===== src/rtl/cpu_debug_ctrl_pkg.sv =====
// Shared types and constants for the CPU debug controller: FSM states,
// monitor window offsets and status register bit positions.
package cpu_debug_ctrl_pkg;

  typedef enum logic [2:0] {
    ST_RUN,
    ST_STOP,
    ST_ARMED,
    ST_STEPPING,
    ST_RESETSTEP
  } dbg_state_e;

  // Offsets 0..6 are acc, x, y, sp, pcl, pch, sr in that order.
  localparam logic [3:0] OFF_REG_LAST = 4'd6;
  localparam logic [3:0] OFF_STATUS   = 4'd7;

  localparam int STAT_STOPPED_BIT = 7;
  localparam int STAT_BP_BIT      = 6;
  localparam int STAT_STEP_BIT    = 5;

endpackage


===== src/rtl/cpu_debug_ctrl_nmi_pulse_gen.sv =====
// Fixed-width active-low NMI pulse generator; a new fire request restarts
// the count so the pulse always ends NMI_LEN cycles after the last request.
module nmi_pulse_gen #(
  parameter int NMI_LEN = 4
) (
  input  logic clk,
  input  logic rst_n,
  input  logic fire,
  output logic nmi_n
);

  localparam int CW = $clog2(NMI_LEN + 1);

  logic [CW-1:0] cnt_q, cnt_d;

  always_comb begin
    cnt_d = cnt_q;
    if (fire) begin
      cnt_d = CW'(NMI_LEN);
    end else if (cnt_q != '0) begin
      cnt_d = cnt_q - CW'(1);
    end
  end

  always_ff @(posedge clk or negedge rst_n) begin
    if (!rst_n) begin
      cnt_q <= '0;
    end else begin
      cnt_q <= cnt_d;
    end
  end

  assign nmi_n = (cnt_q == '0);

endmodule


===== src/rtl/cpu_debug_ctrl.sv =====
// Debug controller for a 6502-style CPU: monitor register window, breakpoints,
// halt / single- and multi-step control, and NMI generation.
module cpu_debug_ctrl
  import cpu_debug_ctrl_pkg::*;
#(
  parameter logic [7:0] WIN_BASE = 8'hE0,
  parameter int         NUM_BP   = 2,
  parameter int         STEP_W   = 8,
  parameter int         NMI_LEN  = 4
) (
  input  logic                 clk,
  input  logic                 rst_n,
  input  logic [7:0]           A,
  input  logic                 write,
  input  logic [7:0]           Din,
  output logic [7:0]           Dout,
  output logic                 win_hit,
  input  logic                 sync,
  input  logic [15:0]          cpu_addr,
  input  logic                 b_runhalt,
  input  logic                 b_step,
  input  logic                 b_reset,
  input  logic [STEP_W-1:0]    step_count,
  input  logic [NUM_BP*16-1:0] bp_addr,
  input  logic [NUM_BP-1:0]    bp_en,
  output logic                 nmiN,
  output logic                 stopped,
  output logic [NUM_BP-1:0]    bp_hit
);

  localparam int CNT_W = STEP_W + 1;

  dbg_state_e state_q, state_d;

  logic [8:0]        win_diff;
  logic [3:0]        win_off;
  logic              reg_wr, resume;
  logic [6:0][7:0]   regs_q, regs_d;
  logic [7:0]        dout_q, dout_d, status, rd_data;
  logic [2:0]        sync_pipe_q, sync_pipe_d;
  logic              sync_rise;
  logic [NUM_BP-1:0] bp_match, bp_hit_q, bp_hit_d;
  logic [STEP_W-1:0] step_n_q, step_n_d;
  logic [CNT_W-1:0]  step_cnt_q, step_cnt_d;
  logic              fire, step_active;

  // 9-bit difference: bit 8 set means A is below the base, so no wrap alias.
  assign win_diff = {1'b0, A} - {1'b0, WIN_BASE};
  assign win_hit  = (win_diff[8:4] == 5'd0);
  assign win_off  = win_diff[3:0];

  assign reg_wr = write & win_hit & (win_off <= OFF_REG_LAST);
  assign resume = write & win_hit & (win_off == OFF_STATUS) & Din[0];

  assign stopped     = (state_q == ST_STOP);
  assign step_active = (state_q == ST_ARMED) || (state_q == ST_STEPPING);

  // sync_pipe_q[1:0] is the two-flop synchroniser, [2] the edge-detect history.
  assign sync_pipe_d = {sync_pipe_q[1:0], sync};
  assign sync_rise   = sync_pipe_q[1] & ~sync_pipe_q[2];

  always_comb begin
    bp_match = '0;
    for (int i = 0; i < NUM_BP; i++) begin
      if (bp_en[i] && (bp_addr[16*i +: 16] == cpu_addr)) begin
        bp_match[i] = 1'b1;
      end
    end
  end

  always_comb begin
    status                   = '0;
    status[STAT_STOPPED_BIT] = stopped;
    status[STAT_BP_BIT]      = |bp_hit_q;
    status[STAT_STEP_BIT]    = step_active;
  end

  // NOTE: every always_comb output gets a default first so no path can infer a latch.
  always_comb begin
    rd_data = '0;
    if (win_off <= OFF_REG_LAST) begin
      rd_data = regs_q[win_off[2:0]];
    end else if (win_off == OFF_STATUS) begin
      rd_data = status;
    end
    regs_d = regs_q;
    if (reg_wr) begin
      regs_d[win_off[2:0]] = Din;
    end
    dout_d = win_hit ? rd_data : dout_q;
  end

  always_comb begin
    state_d    = state_q;
    fire       = 1'b0;
    step_n_d   = step_n_q;
    step_cnt_d = step_cnt_q;
    bp_hit_d   = resume ? '0 : bp_hit_q;
    unique case (state_q)
      ST_RUN: begin
        if (b_step || b_runhalt) begin
          fire    = 1'b1;
          state_d = ST_STOP;
        end else if (sync_rise && (|bp_match)) begin
          bp_hit_d = bp_hit_d | bp_match;
          fire     = 1'b1;
          state_d  = ST_STOP;
        end
      end
      ST_STOP: begin
        if (b_reset) begin
          step_cnt_d = '0;
          state_d    = ST_RESETSTEP;
        end else if (b_runhalt) begin
          state_d = ST_RUN;
        end else if (b_step) begin
          step_n_d = (step_count == '0) ? STEP_W'(1) : step_count;
          state_d  = ST_ARMED;
        end
      end
      ST_ARMED: begin
        if (b_reset) begin
          state_d = ST_RUN;
        end else if (resume) begin
          step_cnt_d = '0;
          state_d    = ST_STEPPING;
        end
      end
      ST_STEPPING: begin
        // The first rise is the RTI fetch, so N instructions end on rise N+1.
        if (b_reset) begin
          state_d = ST_RUN;
        end else if (sync_rise) begin
          if (step_cnt_q == {1'b0, step_n_q}) begin
            fire    = 1'b1;
            state_d = ST_STOP;
          end else begin
            step_cnt_d = step_cnt_q + CNT_W'(1);
          end
        end
      end
      ST_RESETSTEP: begin
        if (b_reset) begin
          state_d = ST_RUN;
        end else if (sync_rise) begin
          fire    = 1'b1;
          state_d = ST_STOP;
        end
      end
      default: state_d = ST_RUN;
    endcase
  end

  // NOTE: sequential state uses non-blocking assignments so all flops update together.
  always_ff @(posedge clk or negedge rst_n) begin
    if (!rst_n) begin
      state_q     <= ST_RUN;
      // NOTE: the CPU register file is tiny and must read 0 after reset, so it is reset too.
      regs_q      <= '0;
      dout_q      <= '0;
      sync_pipe_q <= '0;
      bp_hit_q    <= '0;
      step_n_q    <= '0;
      step_cnt_q  <= '0;
    end else begin
      state_q     <= state_d;
      regs_q      <= regs_d;
      dout_q      <= dout_d;
      sync_pipe_q <= sync_pipe_d;
      bp_hit_q    <= bp_hit_d;
      step_n_q    <= step_n_d;
      step_cnt_q  <= step_cnt_d;
    end
  end

  nmi_pulse_gen #(
    .NMI_LEN(NMI_LEN)
  ) u_nmi (
    .clk  (clk),
    .rst_n(rst_n),
    .fire (fire),
    .nmi_n(nmiN)
  );

  assign Dout   = dout_q;
  assign bp_hit = bp_hit_q;

endmodule


===== config.mk =====
export PLATFORM = sky130hd
export DESIGN_NAME = cpu_debug_ctrl
export DESIGN_NICKNAME = d
export VERILOG_FILES = /design/src/rtl/cpu_debug_ctrl_pkg.sv /design/src/rtl/cpu_debug_ctrl_nmi_pulse_gen.sv /design/src/rtl/cpu_debug_ctrl.sv
export SDC_FILE = /design/constraint.sdc
export NUM_CORES = 1
export LEC_CHECK = 0
export BUFFER_PORTS_ARGS = -buffer_cell sky130_fd_sc_hd__buf_2
export CAP_MARGIN = 20
export CORE_MARGIN = 2
export CORE_UTILIZATION = 25
export DETAILED_ROUTE_END_ITERATION = 8
export PLACE_DENSITY_LB_ADDON = 0.3
export SYNTH_ARGS = -nofsm -noshare
export SYNTH_HDL_FRONTEND = slang
export SYNTH_SLANG_ARGS = --single-unit

===== constraint.sdc =====
create_clock -name clk -period 5.35 [get_ports clk]
set_input_delay 0.2675 -clock clk [delete_from_list [all_inputs] [get_ports clk]]
set_output_delay 0.2675 -clock clk [all_outputs]
set_load 0.01 [all_outputs]

# ---- Word level (Yosys, flattened, before mapping)
# Cells that the tools add are included.
dict set report classes {
  n_addsub 3
  n_eq_ne 20
  n_lt_le_gt_ge 3
  n_bitwise 9
  n_reduce_logical 18
  muxes 44
}
# operator n
set ops {}
lappend ops {{56-bit bitwise mux} 1}
lappend ops {{9-bit two-way mux} 6}
lappend ops {{3-bit two-way mux} 14}
lappend ops {{8-bit two-way mux} 5}
lappend ops {{16-bit == test} 2}
lappend ops {{9-bit one-hot mux with 3 select lines} 1}
lappend ops {{8-bit binary-select mux with 3-bit select} 1}
lappend ops {{8-bit demux with 3-bit select} 1}
lappend ops {{3-bit one-hot mux with 5 select lines} 1}
lappend ops {{2-bit != test, second input constant} 6}
lappend ops {{3-bit != test, second input constant} 4}
lappend ops {{9-bit by 1-bit adder with 9-bit output, second input constant} 1}
lappend ops {{9-bit by 8-bit == test with 1-bit output} 1}
lappend ops {{1-bit two-way mux} 9}
lappend ops {{8-bit by 8-bit subtractor with 9-bit output, second input constant} 1}
lappend ops {{8-bit logical NOT} 1}
lappend ops {{2-bit two-way mux} 4}
lappend ops {{7-bit AND reduction} 1}
lappend ops {{3-bit by 2-bit == test with 1-bit output, second input constant} 2}
lappend ops {{3-bit logical NOT} 2}
lappend ops {{6-bit AND reduction} 1}
lappend ops {{3-bit nonzero test} 2}
lappend ops {{1-bit bitwise AND} 5}
lappend ops {{5-bit logical NOT} 1}
lappend ops {{17 further kinds} 24}
dict set report word_totals {
  reg_bits 92
  inputBits 81
  output_inout_bits 13
  word_cells 111
}

# ---- Logic depth before layout (Yosys ltp)
# Gate-level depths: netlist (run 1).
dict set report logic_depth {
  word_depth 10
  mapped_depth 8
  ltp_nobuf 7
}

# ---- Modules after synthesis
# From an unflattened synthesis (run 1), not the netlist that was laid out.
dict set report unflattened {
  hier_cells 443
  hier_area_um2 4967.3
}
# mod cells_each n_inst seq_area_each_um2 area_each_um2
set by_module_without_submodules {}
lappend by_module_without_submodules {cpu_debug_ctrl 427 1 2227.1 4783.3}
lappend by_module_without_submodules {nmi_pulse_gen 16 1 75.1 183.9}

# ---- Worst setup path before layout (run 1)
# OpenSTA, ideal clock, no wires.
dict set report synth_timing {
  path_type {in2reg}
  from {in A[5]}
  to {reg regs_q[10] (netlist bit)}
  setup_time_ps 125
  path_stages 7
  arrival_ps 1879
  t_required_ps 5225
  n_path_buf 0
  slack_ps 3346
  cell_sequence {ha_1 -> and4bb_2 -> nand2_1 -> inv_1 -> nand2_1 -> nor2_2 -> mux2_2}
}
dict set report synth_via {
  elab_chain_len 4
}
# element line
set synth_lines {}
lappend synth_lines {{start: declaration} cpu_debug_ctrl.sv:13} ;# input logic [7:0] A,
lappend synth_lines {{8-bit by 8-bit subtractor with 9-bit output} cpu_debug_ctrl.sv:48} ;# assign win_diff = {1'b0, A} - {1'b0, WIN_BASE};
lappend synth_lines {{5-bit logical NOT} cpu_debug_ctrl.sv:49} ;# assign win_hit = (win_diff[8:4] == 5'd0);
lappend synth_lines {{named net win_hit} cpu_debug_ctrl.sv:17} ;# output logic win_hit,
lappend synth_lines {{1-bit bitwise AND (2 in series)} cpu_debug_ctrl.sv:52} ;# assign reg_wr = write & win_hit & (win_off <= OFF_REG_LAST);
lappend synth_lines {{end signal: assignment} cpu_debug_ctrl.sv:167} ;# regs_q <= regs_d;
lappend synth_lines {{end: declaration} cpu_debug_ctrl.sv:38} ;# logic [6:0][7:0] regs_q, regs_d;
# The timed path passes the listed nets, and every way through them passes these cells.
# A chain may end at the register's enable or synchronous reset.

# ---- Final worst setup path (run 1)
dict set report layout_timing {
  from {in A[5]}
  to {reg regs_q[31] (netlist bit)}
}
dict set report layout_via {
  elab_chain_len 4
}
# element line
set layout_lines {}
lappend layout_lines {{8-bit by 8-bit subtractor with 9-bit output} cpu_debug_ctrl.sv:48}
lappend layout_lines {{5-bit logical NOT} cpu_debug_ctrl.sv:49}
lappend layout_lines {{1-bit bitwise AND (2 in series)} cpu_debug_ctrl.sv:52}
# No other way between the ends.

==> results of run 1 <==
==> final cells by class <==
class                           instances  area, um2  share of cell area [%]
Inverter                               10      37.54                  0.6274
Multi-Input combinational cell        329       2495                   41.70
Timing Repair Buffer                   96      493.0                   8.239
Clock inverter                          7      98.84                   1.652
Sequential cell                        92       2302                   38.48
Tap cell                              265      331.6                   5.542
Clock buffer                            9      225.2                   3.764
==> synth_stat cells (2+ instances only) <==
| cell | instances | area (um2) |
|---|---|---|
| sky130_fd_sc_hd__or3_1 | 6 | 37.54 |
| sky130_fd_sc_hd__mux2_2 | 67 | 754.5 |
| sky130_fd_sc_hd__buf_2 | 5 | 25.02 |
| sky130_fd_sc_hd__o21ai_0 | 26 | 130.1 |
| sky130_fd_sc_hd__and3_1 | 4 | 25.02 |
| sky130_fd_sc_hd__xnor2_1 | 35 | 306.5 |
| sky130_fd_sc_hd__nand3b_1 | 2 | 15.01 |
| sky130_fd_sc_hd__nor2b_1 | 6 | 37.54 |
| sky130_fd_sc_hd__mux2i_1 | 11 | 110.1 |
| sky130_fd_sc_hd__dfrtp_1 | 92 | 2302 |
| sky130_fd_sc_hd__or2_2 | 4 | 25.02 |
| sky130_fd_sc_hd__nand2_1 | 28 | 105.1 |
| sky130_fd_sc_hd__a211oi_1 | 2 | 15.01 |
| sky130_fd_sc_hd__mux4_2 | 2 | 45.04 |
| sky130_fd_sc_hd__nand2b_1 | 3 | 18.77 |
| sky130_fd_sc_hd__a22o_1 | 4 | 35.03 |
| sky130_fd_sc_hd__xor2_1 | 6 | 52.55 |
| sky130_fd_sc_hd__buf_6 | 2 | 22.52 |
| sky130_fd_sc_hd__clkbuf_1 | 5 | 18.77 |
| sky130_fd_sc_hd__a21oi_1 | 16 | 80.08 |
| sky130_fd_sc_hd__nor2_1 | 21 | 78.83 |
| sky130_fd_sc_hd__nand3_1 | 12 | 60.06 |
| sky130_fd_sc_hd__and3b_1 | 2 | 17.52 |
| sky130_fd_sc_hd__ha_1 | 4 | 50.05 |
| sky130_fd_sc_hd__buf_1 | 3 | 11.26 |
| sky130_fd_sc_hd__nor4_1 | 4 | 25.02 |
| sky130_fd_sc_hd__nor2_2 | 2 | 12.51 |
| sky130_fd_sc_hd__o31ai_1 | 3 | 22.52 |
| sky130_fd_sc_hd__nor3_1 | 13 | 65.06 |
| sky130_fd_sc_hd__nand4_1 | 9 | 56.30 |
| sky130_fd_sc_hd__o211ai_1 | 3 | 22.52 |
| sky130_fd_sc_hd__and2_1 | 2 | 12.51 |
| sky130_fd_sc_hd__nand2_2 | 3 | 18.77 |
| sky130_fd_sc_hd__o22ai_1 | 9 | 56.30 |
| sky130_fd_sc_hd__inv_1 | 10 | 37.54 |
==> cell families (layout without fill, tap and decap cells) <==
logic type,count (synthesis),after routing,share of synthesized area (%)
xor+xnor,42,42,7.641
simple gates,127,127,13.88
flops,92,92,46.87
fa+ha+maj,4,4,1.019
buf+inv,25,122,2.343
compound gates,76,76,9.730
mux,80,80,18.52
==> worst paths after layout <==
kind	slack, ns	cells past startpoint	start	to
max	3.11	7	A[5]	regs_q[31]$_DFFE_PN0P_
min	0.02	1	sync	sync_pipe_q[0]$_DFF_PN0_
max reg2reg	3.21	6	step_cnt_q[2]$_DFFE_PN0P_	step_cnt_q[7]$_DFFE_PN0P_
min reg2reg	0.36	0	sync_pipe_q[0]$_DFF_PN0_	sync_pipe_q[1]$_DFF_PN0_
max in group asynchronous	3.82	3	rst_n	sync_pipe_q[1]$_DFF_PN0_
min in group asynchronous	0.37	2	rst_n	regs_q[27]$_DFFE_PN0P_
==> what timing repair did <==
action | in CTS | in global routing
gates resized for setup | 0 | 0
hold buffers | 1 | 0
endpoints found under the hold margin | 26 | 0
==> stage by stage <==
stage          instance area [um2]  total power [mW]
6_report                      5983             1.920
5_1_grt                       5983             2.029
4_1_cts                       5983             1.942
3_5_place_dp                  5649             1.240
3_3_place_gp                  5649             1.222
2_1_floorplan                 4912             1.095
==> routing by layer <==
layer  track usage (%)  share of wire (%)
met4             2.197               0.99
met5                 0                  0
met1             17.43                 48
met3             3.344                4.7
met2             19.85                 47
==> registers in the layout, indices dropped and copies added, names as in the netlist <==
| register | count |
|---|---|
| Dout | 8 |
| u_nmi.cnt_q | 3 |
| sync_pipe_q | 3 |
| bp_hit | 2 |
| regs_q | 56 |
| step_cnt_q | 9 |
| state_q | 3 |
| step_n_q | 8 |
==> layout by cell type (no fill, tap or decap), types with 4 or more instances in the layout <==
cell	n
sky130_fd_sc_hd__dfrtp_1	92
sky130_fd_sc_hd__buf_2	92
sky130_fd_sc_hd__mux2_2	67
sky130_fd_sc_hd__xnor2_1	35
sky130_fd_sc_hd__nand2_1	28
sky130_fd_sc_hd__o21ai_0	26
sky130_fd_sc_hd__nor2_1	21
sky130_fd_sc_hd__a21oi_1	16
sky130_fd_sc_hd__nor3_1	13
sky130_fd_sc_hd__nand3_1	12
sky130_fd_sc_hd__mux2i_1	11
sky130_fd_sc_hd__inv_1	10
sky130_fd_sc_hd__nand4_1	9
sky130_fd_sc_hd__o22ai_1	9
sky130_fd_sc_hd__clkbuf_16	9
sky130_fd_sc_hd__nor2b_1	6
sky130_fd_sc_hd__xor2_1	6
sky130_fd_sc_hd__or3_1	6
sky130_fd_sc_hd__and3_1	4
sky130_fd_sc_hd__nor4_1	4
sky130_fd_sc_hd__a22o_1	4
sky130_fd_sc_hd__or2_2	4
sky130_fd_sc_hd__ha_1	4
==> power breakdown <==
part / switching [mW] / leakage (nW) / internal [mW] / total [mW]
registers: 0.0624 / 1.25 / 0.755 / 0.817
clock network: 0.284 / 0.156 / 0.412 / 0.695
logic: 0.216 / 1.35 / 0.191 / 0.407
==> worst max-delay path: cells and delay by family <==
family	cells	cell delay (ns)
adder cells (fa/ha/maj)	1	0.27
buffers and inverters	2	0.32
AND/OR/NAND/NOR	3	1.14
multiplexers	1	0.46
==> run summary, run 1 <==
The logs give 0 for the max-slew violation count and 2.739 ns for the worst slack at placement. The layout cell share with drive strength beyond 1 works out to 36.28%. Share of synthesized flip-flops with an asynchronous set or reset: 100.0%.

The clock arrives with 0.008957 ns of skew. For the pin with the worst max-slew slack, the measured transition is 0.8361 ns. The average via count per standard cell was 4.582. The via count of the first global-routing pass was 3734.

During I/O placement, the number of pins put on the boundary was 94. The clock passes through at most 2 buffers. The tightest slew margin relative to the limit was 44.26%; the total nets after synthesis was 531.

The filler cell count is 2034, and the iteration-0 DRC count of the detailed router is 272. For the total leakage power, the log shows 2.762 nW. After clock tree synthesis, the setup repair step added 0 buffers.

The number of antenna violations at the first check in global routing was 0; the area added between synthesis and finish was 21.80%. The logs give 46.87% for the sequential area share after synthesis and 0 for the overflow left after global routing. Walking the worst path, the cells encountered are buf_2 -> ha_1 -> and4bb_2 -> nand2_1 -> inv_1 -> nand3_1 -> mux2_2. The detailed placement HPWL is 9199 um.

IR analysis of the VDD net gives a maximum drop of 0.1674 mV. The count of endpoints failing hold in the final timing report came out at 0. The pre-antenna-repair detailed-routing pass consisted of 6 iterations. Measured along the y axis, the die boundary spans 144.2 um. The synthesized instance count is 446.

The clock sink count is 92, and the overall fraction of global-route tracks in use is 12.53%. The total power divided by cell area is 320.8 mW/mm2, and the final antenna-violating net count is 0. TritonCTS built the clock tree. Average detailed-routed wire length per instance: 15.32 um. For this design, the slowest cell found on the critical path is sky130_fd_sc_hd__nand3_1.

Final-report setup violation count: 0. CTS built an H-tree with a depth of 3. Sort of element at the end of the critical path: a flip-flop. The logs give 0.02081 ns for the hold slack and 0.02079 mm2 for the area enclosed by the die boundary. Number of synthesized flops with an enable pin: 0.

The slack of the critical path came out at 3.110 ns. The logs give 0.004912 mm2 for the mapped cell area and 2.48 ns for the data arrival time of the critical path. The wire length after detailed routing was 12380 um; the number of buffers added on ports was 93. Setup total negative slack on the finished layout was measured at 0 ns. For the worst setup path, the data required time is 5.59 ns. The tools report the maximum number of pins on one net before global-route repair as 67.

The synthesized design contains 92 register bits. The post-detailed-route DRC marker count is 0, and the horizontal die dimension is 144.2 um. For the count of yosys warnings during synthesis, the log shows 0. For this run, the leading register cell type out of synthesis is sky130_fd_sc_hd__dfrtp_1.

At the end of the flow, the number of nets in the layout was 623. The region available for standard cell placement spans 0.01940 mm2. The run finished with clean final reports. On the worst path, the slowest cell contributes a delay of 0.46 ns. The routed layout has 3702 vias. In this run, placement finished with an instance count of 791. The tools report the startpoint type of the worst setup path as an input port. The congestion estimate from routability-driven global placement came to 0.8640. The final critical delay including setup and external delays was 2.240 ns; the first-pass GRT wire length was 20290 um.

The achievable frequency was 446.5 MHz. In this run the core area contains 51 standard-cell rows. The finished layout holds 808 standard cells, fillers aside. The buffer type at the clock tree root was sky130_fd_sc_hd__clkbuf_16. The number of library cell types mapped by synthesis was 55; the largest fanout on the critical path was 16. The worst path uses 41.86% of the clock period. The worst setup path is of the in -> reg kind.

After synthesis, the mean cell area works out to 11.01 um2. The number of max-cap violations was 0; the final cell utilization of the core was 30.84%. Setup repair after global routing left no endpoint under its margin.

In this run, CTS created clock tree buffers numbering 9. The clock transition time at the flip-flop clock pins of the worst setup and hold paths is 0.07 ns. 0 antenna diodes ended up in the layout.

The clock latency of the later-clocked register in the worst-skew pair is 0.35 ns. For the effective utilization at floorplan, the log shows 25.32%. The type of the most critical hold path is in -> reg.
Power figures use the tool's default switching activity.
==> run 2: changes to the inputs <==
--- a/config.mk
+++ b/config.mk
@@ -5,6 +5,7 @@
 export SDC_FILE = /design/constraint.sdc
 export NUM_CORES = 1
 export LEC_CHECK = 0
+export ABC_AREA = 1
 export BUFFER_PORTS_ARGS = -buffer_cell sky130_fd_sc_hd__buf_2
 export CAP_MARGIN = 20
 export CORE_MARGIN = 2
==> constraint.sdc (replaced) <==
create_clock -name clk -period 2 [get_ports clk]
set_input_delay 0.1 -clock clk [delete_from_list [all_inputs] [get_ports clk]]
set_output_delay 0.1 -clock clk [all_outputs]
set_load 0.01 [all_outputs]
==> run summary, run 2 <==
The TritonCTS buffer count is 9 (unchanged). The run gives 4496 (was 3702) as the total via count after detailed routing. The tools report the buffer type at the clock tree root as sky130_fd_sc_hd__clkbuf_16 (unchanged).

The run gives 63.50% (was 44.26%) as the tightest slew margin relative to the limit. Slack of the critical path: 0.2050 ns (was 3.110 ns). The horizontal die dimension works out to 144.3 um (was 144.2 um). The filler cell count is 2134 (was 2034).

Largest registers: regs_q: 56 flops, step_cnt_q: 9 flops (unchanged). For the total placed cells including tap cells, the log shows 1026 (was 791). The run gives 0 (unchanged) as the post-detailed-route DRC marker count.

The tools report the number of search-and-repair iterations in the first detailed-routing pass as 4 (was 6). The mapped cell area was 0.004921 mm2 (was 0.004912 mm2). The tools report the number of buffers inserted by post-CTS setup repair as 0 (unchanged). The startpoint type of the worst setup path is a flip-flop (was an input port).

The data arrival time of the critical path came out at 2.02 ns (was 2.48 ns). The run gives 238 (was 272) as the iteration-0 DRC count of the detailed router. Setup repair after global routing left no endpoint under its margin. The via count of the first global-routing pass was 4239 (was 3734).

The tools report the number of max-cap violations as 0 (unchanged). The max-slew violation count came out at 0 (unchanged). The dominant cell type by area after synthesis was sky130_fd_sc_hd__dfrtp_1 (unchanged). The tools report the clock latency of the later-clocked register in the worst-skew pair as 0.34 ns (was 0.35 ns). Number of library cell types mapped by synthesis: 31 (was 55).

The reg-to-reg startpoint was state_q[2]$_DFFE_PN0P_ (was step_cnt_q[2]$_DFFE_PN0P_). The logs give 0.006261 ns (was 0.02081 ns) for the hold slack and 3.184 nW (was 2.762 nW) for the total leakage power. The synthesized instance count is 664 (was 446). The sequential area share after synthesis came out at 46.78% (was 46.87%). The total nets after synthesis is 749 (was 531), and the final antenna-violating net count is 0 (unchanged).

The per-instance average area after synthesis works out to 7.411 um2 (was 11.01 um2). For the maximum vdd drop, the log shows 0.4029 mV (was 0.1674 mV). The detailed placement HPWL was 10170 um (was 9199 um).

The logs give 862 (was 623) for the layout net count and 2.23 ns (was 5.59 ns) for the data required time of the critical path. The maximum root-to-sink buffer count is 2 (unchanged). Final non-filler cell area: 0.006107 mm2 (was 0.005983 mm2).

Type of the most critical hold path: in -> reg (unchanged). The number of synthesized register bits was 92 (unchanged); the delay contributed by the slowest stage of the critical path was 0.45 ns (was 0.46 ns). The area added between synthesis and finish came out at 24.10% (was 21.80%). The depth of the worst hold-timing path is 3 (was 1). The number of flip-flops under the largest register name is 56 (unchanged). The run gives 0 ns (unchanged) as the final total negative setup slack. Most instantiated cells after synthesis: sky130_fd_sc_hd__nand2_1, sky130_fd_sc_hd__dfrtp_1, sky130_fd_sc_hd__inv_1 (was sky130_fd_sc_hd__dfrtp_1, sky130_fd_sc_hd__mux2_2, sky130_fd_sc_hd__xnor2_1). Average via count per standard cell: 4.294 (was 4.582). The clock sink count came out at 92 (unchanged). For the wire length after detailed routing, the log shows 13230 um (was 12380 um). Share of the cycle needed by the critical path after routing: 89.75%. The effective utilization at floorplan is 25.37% (was 25.32%). The number of antenna diodes was 0 (unchanged). The source of the worst hold timing path was step_count[0] (was sync). The slew at the pin closest to its max-slew limit works out to 0.5461 ns (was 0.8361 ns). The number of top-level pins came out at 94 (unchanged). The number of buffers added on ports works out to 93 (unchanged). The H-tree level count is 3 (unchanged).

Critical path, cell by cell: inv_1 -> nand2_2 -> inv_1 -> nand4_1 -> nand2_2 -> clkinv_2 -> nand2_1 -> o21ai_1 (was buf_2 -> ha_1 -> and4bb_2 -> nand2_1 -> inv_1 -> nand3_1 -> mux2_2). Sort of element at the end of the critical path: a flip-flop (unchanged). TritonCTS built the clock tree. The logs give 0 (unchanged) for the final-report setup violation count and 0.1419 ns (was 2.739 ns) for the worst slack at placement. The final critical delay including setup and external delays works out to 1.795 ns.

The overall fraction of global-route tracks in use was 13.26% (was 12.53%). Leading post-synthesis cells by cell area: sky130_fd_sc_hd__dfrtp_1, sky130_fd_sc_hd__nand2_1, sky130_fd_sc_hd__o21ai_0 (was sky130_fd_sc_hd__dfrtp_1, sky130_fd_sc_hd__mux2_2, sky130_fd_sc_hd__xnor2_1). The final cell count without fillers came out at 1047 (was 808).

The worst setup path category was reg -> reg (was in -> reg). For the routability congestion estimate from global placement, the log shows 0.8026 (was 0.8640). Overflow left after global routing: 0 (unchanged).

The most frequent cell after synthesis is sky130_fd_sc_hd__nand2_1 (was sky130_fd_sc_hd__dfrtp_1). The first-pass GRT wire length came out at 21520 um (was 20290 um). The achievable frequency was 557.1 MHz; the proportion of netlist area held by the largest area contributor was 46.78% (was 46.87%).

Top library cells by usage in the layout, fill and taps aside: sky130_fd_sc_hd__nand2_1, sky130_fd_sc_hd__dfrtp_1, sky130_fd_sc_hd__buf_2 (was sky130_fd_sc_hd__dfrtp_1, sky130_fd_sc_hd__buf_2, sky130_fd_sc_hd__mux2_2). The startpoint of the worst setup timing path was state_q[2]$_DFFE_PN0P_ (was A[5]). The share of synthesized flip-flops with an asynchronous set or reset works out to 100.0% (unchanged). Capture point of the worst reg-to-reg path: step_cnt_q[2]$_DFFE_PN0P_ (was step_cnt_q[7]$_DFFE_PN0P_). The total power divided by cell area was 823.5 mW/mm2 (was 320.8 mW/mm2); the layout cell share with drive strength beyond 1 was 17.65% (was 36.28%). The most common flop cell mapped by yosys was sky130_fd_sc_hd__dfrtp_1 (unchanged). The maximum number of pins on one net before global-route repair is 40 (was 67), and the clock transition time at the flip-flop clock pins of the worst setup and hold paths is 0.06 ns (was 0.07 ns). The average detailed-routed wire length per instance is 12.64 um (was 15.32 um). The number of synthesized flops with an enable pin works out to 0 (unchanged). Area enclosed by the die boundary: 0.02082 mm2 (was 0.02079 mm2).

The worst-case hold path end point is step_n_q[0]$_DFFE_PN0P_ (was sync_pipe_q[0]$_DFF_PN0_). The row count was 51 (unchanged). Vertical die dimension: 144.3 um (was 144.2 um).

The run gives 0 (unchanged) as the count of yosys warnings during synthesis. The flow ran to the end, and the final reports show no timing, DRC or antenna violations. The worst-case reg-to-reg path depth was 8 (was 6); the setup clock skew after layout was 0.006322 ns (was 0.008957 ns). The most common cell after layout, fill and taps aside was sky130_fd_sc_hd__nand2_1.

The buffering stage count on the worst path with inverters included came out at 3 (was 2). The register with the most flip-flops was regs_q (unchanged). For the area of the core, the log shows 0.01940 mm2 (unchanged). The setup slack of the worst register-to-register path came out at 0.21 ns (was 3.21 ns). Count of endpoints failing hold in the final timing report: 0 (unchanged). The number of antenna violations at the first check in global routing is 0 (unchanged), and the largest fanout on the critical path is 11 (was 16). The cell family contributing the most delay on the critical path is simple AND/OR/NAND/NOR gates (unchanged). The standard cell area after detailed placement came out at 0.005772 mm2 (was 0.005649 mm2). The worst-path cell with the longest stage delay was sky130_fd_sc_hd__dfrtp_1 (was sky130_fd_sc_hd__nand3_1).
-- run 2: changes by cell type in the layout (fill, tap and decap cells not counted), sizes merged, moves of 6 or more --
cell / before / now
o21ai: 27 / 89
nand3: 13 / 23
mux2i: 11 / 0
nor2: 23 / 59
nor3: 13 / 7
xnor2: 36 / 10
or3: 6 / 0
nor2b: 6 / 0
mux2: 67 / 0
nand2: 31 / 227
buf: 95 / 106
inv: 11 / 88
-- run 2: cell type report --
class | count | area (um2) | share of cell area, %
flip-flops and latches | 92 | 2302 | 37.70
multi-input cells | 474 | 2222 | 36.39
repair buffers | 111 | 628.1 | 10.28
inverters | 89 | 337.8 | 5.532
well taps | 265 | 331.6 | 5.429
clock buffers | 11 | 232.7 | 3.811
clock inverters | 5 | 52.55 | 0.8605
-- run 2: worst max path at each step --
| stage | to | slack, ns | cells after the start |
|---|---|---|---|
| 2_1_floorplan | step_cnt_q[2]$_DFFE_PN0P_ | 0.38 | 9 |
| 4_1_cts | step_cnt_q[2]$_DFFE_PN0P_ | 0.23 | 8 |
| 3_3_place_gp | regs_q[27]$_DFFE_PN0P_ | 0.16 | 9 |
| 5_1_grt | step_cnt_q[2]$_DFFE_PN0P_ | 0.02 | 8 |
| 6_report | step_cnt_q[2]$_DFFE_PN0P_ | 0.21 | 8 |
| 3_5_place_dp | regs_q[31]$_DFFE_PN0P_ | 0.14 | 8 |
-- run 2: stage by stage --
stage	total power, mW	util (%)
floorplan	3.029	-
CTS	5.082	31.48
detailed placement	3.385	29.75
global placement	3.378	29.75
finish	5.029	31.48
global route	5.355	31.48
-- run 2: metal layers --
layer	vias up	wire, um	track usage, %
met1	2060	6472	17.78
met4	0	139	3.015
met2	78	6049	22.00
met5	-	0	0
li1	2346	-	-
met3	12	568	2.781
-- run 2: cells by family after synthesis --
kind of cell | share of synthesized area [%]
buf+inv | 8.060
simple gates | 27.36
flops | 46.78
xor+xnor | 3.204
compound gates | 13.58
fa+ha+maj | 1.017
-- run 2: worst register-to-register path, delay by kind of cell, from the launching register on --
family | cells | cell delay, ns
flops | 1 | 0.45
compound gates | 1 | 0.06
buf+inv | 3 | 0.52
simple gates | 4 | 0.65
-- run 2: where the power goes --
part / internal, mW / switching, mW
logic: 0.436 / 0.732
registers: 2.04 / 0.141
clock network: 0.963 / 0.713
-- run 2: repair_timing --
| action | 4_1_cts | 5_1_grt |
|---|---|---|
| hold endpoints to repair | 61 | 0 |
| hold buffers | 5 | 0 |
| gates resized for setup | 0 | 1 |
| setup endpoints to repair | 0 | 1 |
